File: config.mk
export PLATFORM = sky130hd
export DESIGN_NAME = fc1_dot_accumulator
export DESIGN_NICKNAME = d
export VERILOG_FILES = /design/src/rtl/fc1_dot_accumulator.sv
export SDC_FILE = /design/constraint.sdc
export NUM_CORES = 1
export LEC_CHECK = 0
export BUFFER_PORTS_ARGS = -buffer_cell sky130_fd_sc_hd__clkbuf_2
export CAP_MARGIN = 20
export CORE_MARGIN = 3
export CORE_UTILIZATION = 55
export CTS_BUF_LIST = sky130_fd_sc_hd__clkbuf_4 sky130_fd_sc_hd__clkbuf_8
export DETAILED_ROUTE_END_ITERATION = 10
export PLACE_DENSITY = 0.73
export RECOVER_POWER = 50
export SLEW_MARGIN = 20
export SYNTH_ARGS = -nofsm -noshare
export SYNTH_HDL_FRONTEND = slang
export SYNTH_SLANG_ARGS = --single-unit
File: constraint.sdc
create_clock -name clk -period 12.1 [get_ports clk]
set_input_delay 1.21 -clock clk [delete_from_list [all_inputs] [get_ports clk]]
set_output_delay 1.21 -clock clk [all_outputs]
set_load 0.05 [all_outputs]
File: src/rtl/fc1_dot_accumulator.sv
// ---------------------------------------------------------------------------
// fc1_dot_accumulator
//
// Joins an activation stream and a weight stream beat by beat, multiplies the
// lanes elementwise, sums the lane products (psum) and accumulates psum over
// IN_DEPTH beats. The finished dot product is written to an output register so
// the next accumulation can continue while the result waits downstream.
// The result is full precision: nothing is rounded, shifted or saturated.
// Its fractional bit count is the sum of the activation and weight
// fractional bit counts.
//
// Ports
//   clk             in   rising-edge clock
//   rst             in   asynchronous reset, active low (0 = reset)
//   data_in         in   PARALLELISM activation lanes, signed
//   data_in_valid   in   activation beat valid
//   data_in_ready   out  activation beat accepted (needs weight_valid)
//   weight          in   PARALLELISM weight lanes, signed
//   weight_valid    in   weight beat valid
//   weight_ready    out  weight beat accepted (needs data_in_valid)
//   data_out        out  accumulated dot product, DATA_OUT_PRECISION_0 bits
//   data_out_valid  out  result valid
//   data_out_ready  in   downstream accepts the result
// ---------------------------------------------------------------------------
module fc1_dot_accumulator #(
    parameter int DATA_IN_PRECISION_0 = 16,
    parameter int DATA_IN_PRECISION_1 = 3,
    parameter int WEIGHT_PRECISION_0  = 16,
    parameter int WEIGHT_PRECISION_1  = 3,
    parameter int PARALLELISM         = 1,
    parameter int IN_DEPTH            = 32,
    localparam int DATA_OUT_PRECISION_0 = DATA_IN_PRECISION_0 + WEIGHT_PRECISION_0
                                        + $clog2(PARALLELISM) + $clog2(IN_DEPTH),
    localparam int DATA_OUT_PRECISION_1 = DATA_IN_PRECISION_1 + WEIGHT_PRECISION_1
) (
    input  logic                                                clk,
    input  logic                                                rst,
    input  logic [PARALLELISM-1:0][DATA_IN_PRECISION_0-1:0]     data_in,
    input  logic                                                data_in_valid,
    output logic                                                data_in_ready,
    input  logic [PARALLELISM-1:0][WEIGHT_PRECISION_0-1:0]      weight,
    input  logic                                                weight_valid,
    output logic                                                weight_ready,
    output logic [DATA_OUT_PRECISION_0-1:0]                     data_out,
    output logic                                                data_out_valid,
    input  logic                                                data_out_ready
);

    localparam int ACC_W = DATA_OUT_PRECISION_0;
    localparam int CNT_W = (IN_DEPTH > 1) ? $clog2(IN_DEPTH) : 1;
    localparam logic [CNT_W-1:0] LAST_BEAT = CNT_W'(IN_DEPTH - 1);

    // Configuration sanity checks, evaluated at elaboration.
    if (PARALLELISM < 1 || IN_DEPTH < 1) begin : g_bad_shape
        $error("fc1_dot_accumulator: PARALLELISM and IN_DEPTH must be >= 1");
    end
    if (DATA_OUT_PRECISION_1 >= DATA_OUT_PRECISION_0) begin : g_bad_frac
        $error("fc1_dot_accumulator: fractional bits must be fewer than the result width");
    end

    // Sign extension of each operand to the full result width before the
    // multiply, so products and sums cannot overflow.
    function automatic logic signed [ACC_W-1:0] sext_act(
        input logic [DATA_IN_PRECISION_0-1:0] v
    );
        return ACC_W'($signed(v));
    endfunction

    function automatic logic signed [ACC_W-1:0] sext_wgt(
        input logic [WEIGHT_PRECISION_0-1:0] v
    );
        return ACC_W'($signed(v));
    endfunction

    logic [CNT_W-1:0]         count_q, count_d;
    logic signed [ACC_W-1:0]  acc_q, acc_d;
    logic signed [ACC_W-1:0]  data_out_q, data_out_d;
    logic                     data_out_valid_q, data_out_valid_d;

    logic                     last_beat;
    logic                     stall;
    logic                     in_ok;
    logic                     fire;
    logic signed [ACC_W-1:0]  psum;

    assign last_beat = (count_q == LAST_BEAT);

    // Only the final beat needs the output register; earlier beats may
    // proceed while a result is still held.
    assign stall = data_out_valid_q & ~data_out_ready & last_beat;
    assign in_ok = ~stall;

    // Join: neither stream is consumed without the other.
    assign data_in_ready = in_ok & weight_valid;
    assign weight_ready  = in_ok & data_in_valid;
    assign fire          = data_in_valid & weight_valid & in_ok;

    always_comb begin
        psum = '0;
        for (int i = 0; i < PARALLELISM; i++) begin
            psum = psum + sext_act(data_in[i]) * sext_wgt(weight[i]);
        end
    end

    always_comb begin
        count_d          = count_q;
        acc_d            = acc_q;
        data_out_d       = data_out_q;
        data_out_valid_d = data_out_valid_q;

        if (data_out_valid_q && data_out_ready) begin
            data_out_valid_d = 1'b0;
        end

        if (fire) begin
            if (last_beat) begin
                // A final beat in the same cycle as a drain reloads and keeps
                // valid high.
                data_out_d       = acc_q + psum;
                data_out_valid_d = 1'b1;
                acc_d            = '0;
                count_d          = '0;
            end else begin
                acc_d   = acc_q + psum;
                count_d = count_q + 1'b1;
            end
        end
    end

    always_ff @(posedge clk or negedge rst) begin
        if (!rst) begin
            count_q          <= '0;
            acc_q            <= '0;
            data_out_q       <= '0;
            data_out_valid_q <= 1'b0;
        end else begin
            count_q          <= count_d;
            acc_q            <= acc_d;
            data_out_q       <= data_out_d;
            data_out_valid_q <= data_out_valid_d;
        end
    end

    assign data_out       = data_out_q;
    assign data_out_valid = data_out_valid_q;

endmodule

After elaboration in Yosys (flattened, before gate mapping) --
Cells that the tools add are included.
Word-level totals: bits in registers 80, latch bits 0, bits in writable memories 0, bits in read-only memories 0, bits of input ports 37, output and inout port bits 40, memories 0
Operators by class: add/sub/neg operators 2, multipliers 1, div/mod/pow operators 0, magnitude comparators 0, equality and inequality tests 1, shifts and indexed selects 0, mux-type cells 5, bitwise operators 8, reduce and logical (&&, ||, !) cells 2
Operators by type and width (count):
- adder 37 x 32 -> 37 bit | 1
- 2-to-1 mux 37 bit | 1
- multiplier 16 x 16 -> 32 bit | 1
- bitwise AND 1 bit | 6
- adder 5 x 1 -> 5 bit, second input constant | 1
- == test 5 bit, second input constant | 1
- 2-to-1 mux 5 bit | 1
- 2-to-1 mux 1 bit | 3
- inverter 1 bit | 2
- AND reduction 2 bit | 1
- logical AND 1 bit | 1

Depth between registers and ports, before layout --
word-level depth 6, gate-level depth with buffers 27

Worst setup path after synthesis --
Ideal clock, no wire load.
kind input-to-reg, from in weight[4] (netlist bit), to reg data_out_q[34], in the netlist data_out[34], arrival 6.877 ns, required time 11.975 ns, setup slack 5.098 ns, stages on the path 21, cell sequence clkbuf_1 -> nand2_1 -> inv_1 -> fa_1 -> fa_1 -> fa_1 -> fa_1 -> fa_1 -> inv_1 -> fa_1 -> inv_1 -> ha_1 -> buf_6 -> and3_1 -> a221o_1 -> a211oi_2 -> a31oi_1 -> a21oi_1 -> a21boi_1 -> xor2_1 -> mux2_2
Between the ends: word-level cells in the longest chain between the ends 2
RTL lines:
- start, declared | line 41 | input logic [PARALLELISM-1:0][WEIGHT_PRECISION_0-1:0] weight,
- multiplier 16 x 16 -> 32 bit | line 101 | psum = psum + sext_act(data_in[i]) * sext_wgt(weight[i]);
- adder 37 x 32 -> 37 bit | line 119 | data_out_d = acc_q + psum;
- end signal, assigned | line 139 | data_out_q <= data_out_d;
- end, declared | line 77 | logic signed [ACC_W-1:0] data_out_q, data_out_d;
Every way passes these cells. A chain may end at the register's enable or synchronous reset.

Worst setup path in the final report --
from in weight[4] (netlist bit), to reg acc_q[36]
Between the ends: word-level cells in the longest chain between the ends 3
RTL lines:
- multiplier 16 x 16 -> 32 bit | line 101
- adder 37 x 32 -> 37 bit | line 124 | acc_d = acc_q + psum;
- 2-to-1 mux 37 bit | line 116 | if (last_beat) begin
- end signal, assigned | line 133 | acc_q <= '0;
- end signal, assigned | line 138 | acc_q <= acc_d;
- end, declared | line 76 | logic signed [ACC_W-1:0] acc_q, acc_d;
Every way passes these cells.

==> impl_metrics.csv <==
group,metric,value,unit
outcome,run_status,"finished with violations",
outcome,violations,"capacitance limit, slew limit",
sta,finalSetupTns,0,ps
sta,grt_setup_unrepaired,"false",
synthesis,ys_async_sr_fraction,100,%
sta,slew_violations,81,
layout,drive_above_1_share,6.74,%
placed_design,gp_congestion,0.937,
critical_path,max_stage_delay,760,ps
die,fp.dieW,170,um
synthesis,postSynthCellCount,1524,
global_routing,grt_antenna_before_repair,0,
synthesis,synth_flop_cell,"dfrtp_1",
layout,fin_nets,2034,
detailed_routing,vias_per_cell,5.30,
clock_tree,htree_levels,3,
critical_path,cp-endpoint,"acc_q[36]$_DFFE_PN0P_",
clock_tree,cts_setup_buffers,0,
detailed_routing,finalWirelength,32.8,mm
clock_tree,clock_sinks,80,
die,initial_core_util,56.2,%
sta,fmax,0.134,GHz
sta,max_slew_margin,-178,%
sta,finClkSkew,9.18,ps
clock_tree,cts_root_buffer,"clkbuf_8",
critical_path,cp_common_cell,"fa_1",
critical_path,worstPathArrival,7660,ps
global_routing,track_usage,24.8,%
clock_tree,tritoncts,"yes",
synthesis,ys_seq_elements,80,
sta,worstMarginPinSlew,4170,ps
synthesis,netlist_area,14700,um2
critical_path,start_kind,"primary input",
layout,mostFrequentLayoutCells,"373 x inv_1, 317 x fa_1, 217 x nand2_1",
layout,area_delta_synth_final,5.60,%
critical_path,crit_path_top_delay_cell,"fa_1",
min_path,hold_start,"data_out[6]$_DFFE_PN0P_",
critical_path,cp_max_fo,16,
synthesis,yosysSeqAreaShare,13.6,%
die,die_h,170,um
critical_path,critPathCaptureType,"register",
layout,layout_commonest_cell,"inv_1",
die,fp.dieArea,28800,um2
clock_tree,clk_pin_slew,80,ps
placed_design,place_hpwl,27.6,mm
critical_path,r2r_cells,20,
placed_design,port_buffers,76,
sta,setup_viol_count_final,0,
detailed_routing,vias,10100,
synthesis,synth_area_per_cell,9.67,um2
critical_path,startpoint,"weight[4]",
detailed_routing,drc_errors,0,
synthesis,yosys_warnings,0,
clock_tree,insertion_delay,350,ps
clock_tree,cts.path.max_buffers,2,
synthesis,yosysUniqueCellTypes,52,
global_routing,grt_first_pass_wirelength,57.2,mm
die,io_pins,77,
min_path,hold_path.class,"reg2reg",
synthesis,synth_edf_count,0,
sta,hold_violations,0,
clock_tree,hold_buffers,0,
critical_path,regToRegStartpoint,"acc_q[15]$_DFFE_PN0P_",
critical_path,reg2reg_setup_slack,6590,ps
layout,diodes,0,
clock_tree,cts_made_buffers,9,
sta,fin_crit_sh,61.5,%
clock_tree,cts_resized,0,
detailed_routing,first_pass_iters,5,
critical_path,crit_required,12320,ps
detailed_routing,drtIter0Drc,634,
critical_path,r2r_end,"data_out[35]$_DFFE_PN0P_",
die,core,26200,um2
global_routing,grt_pass1_vias,10900,
die,rows,59,
run,cap_violations,1,
critical_path,cp_cell_sequence,"clkbuf_2 > nand2_1 > inv_1 > fa_1 > fa_1 > fa_1 > fa_1 > fa_1 > inv_1 > fa_1 > inv_1 > ha_1 > and3_1 > and2_1 > nand2_1 > nor2_1 > o21ai_0 > a31oi_1 > a21oi_1 > o2111ai_1 > xnor2_1 > o21ai_1",
critical_path,crit_type,"in2reg",
detailed_routing,routedWlPerCell,17.2,um
global_routing,grt_max_degree,81,
sta,layout_min_cycle_time,7440,ps
detailed_routing,ant_nets,0,
synthesis,synth_nets,1990,
global_routing,gr-total-overflow,0,
## sequential cells by signal, indices dropped and copies added, names as in the netlist
name / count
acc_q: 37
count_q: 5
data_out: 37
data_out_valid: 1
## cells in the mapped netlist (2+ instances only)
cell	n	area, um2
o21bai_1	3	22.5
a31oi_1	4	25.0
dfrtp_1	80	2000
nand2b_1	10	62.6
buf_6	2	22.5
and2_1	113	707
o21a_1	4	30.0
xor2_1	13	114
buf_1	5	18.8
clkbuf_1	39	146
mux2_1	3	33.8
nor3_1	3	15.0
or4_1	2	15.0
a211oi_1	2	15.0
a21oi_1	26	130
inv_1	373	1400
a22o_1	22	193
o31ai_1	3	22.5
nand4_1	4	25.0
o21ai_1	3	15.0
and3_1	7	43.8
a21o_1	15	113
xnor2_1	26	228
ha_1	111	1390
or3_1	2	12.5
o21ai_2	2	17.5
mux2_2	13	146
o2111ai_1	2	17.5
nand2_1	217	815
o21ai_0	37	185
a21oi_2	5	43.8
a21boi_0	2	15.0
nand3_1	10	50.1
fa_1	318	6370
nor2_1	23	86.3
nor2b_1	3	18.8
o31ai_2	2	25.0
## layout make-up
type,count,area [um2]
inverters,373,1400
clock buffers,11,139
fillers,2285,10700
flip-flops and latches,80,2000
well taps,335,419
clock inverters,4,70.1
multi-input cells,1024,11100
repair buffers,80,384
## cells by family (layout without fill, tap and decap cells)
logic type,Yosys count,after routing,share of synthesized area (%)
AO/OA/AOI/OAI,139,139,6.44
XOR/XNOR,39,39,2.32
adder cells (fa/ha/maj),429,429,52.6
buffers and inverters,420,468,10.8
flip-flops,80,80,13.6
multiplexers,16,16,1.22
AND/OR/NAND/NOR,401,401,13.0
## routing by layer
metal,up-vias,track usage [%],wire (um)
li1,4627,-,-
met1,5114,39.0,15700
met2,318,37.3,14500
met3,46,3.33,2060
met4,0,4.80,547
met5,-,0,0
## worst min path at each step
stage / end / slack, ps / depth (start not counted)
after floorplan: count_q[4]$_DFFE_PN0P_ / 450 / 2
after global placement: data_out[18]$_DFFE_PN0P_ / 460 / 2
after detailed placement: data_out[33]$_DFFE_PN0P_ / 460 / 2
after CTS: data_out[33]$_DFFE_PN0P_ / 490 / 2
after global routing: data_out[27]$_DFFE_PN0P_ / 510 / 2
final: data_out[6]$_DFFE_PN0P_ / 480 / 2
## per-stage QoR
step | setup WS (ps) | instances | util, % | hold slack, ps | instance area, um2
global placement | 4510 | 1892 | 58.7 | 461 | 15400
floorplan | 5100 | 1524 | - | 452 | 14700
CTS | 4660 | 1907 | 59.5 | 489 | 15600
finish | 4660 | 1907 | 59.4 | 481 | 15600
detailed placement | 4290 | 1892 | 58.7 | 464 | 15400
global route | 4170 | 1907 | 59.4 | 511 | 15600
## worst max-delay path: cells and delay by family
family / cells / cell delay [ps]
adders and majority gates: 7 / 3690
AOI/OAI and AO/OA: 5 / 1130
and+or+nand+nor: 5 / 910
buffers and inverters: 4 / 530
xor gates and xnor gates: 1 / 190
Power is not shown: default switching activity piles up to over one toggle a cycle in this logic, so the estimate is an artifact.
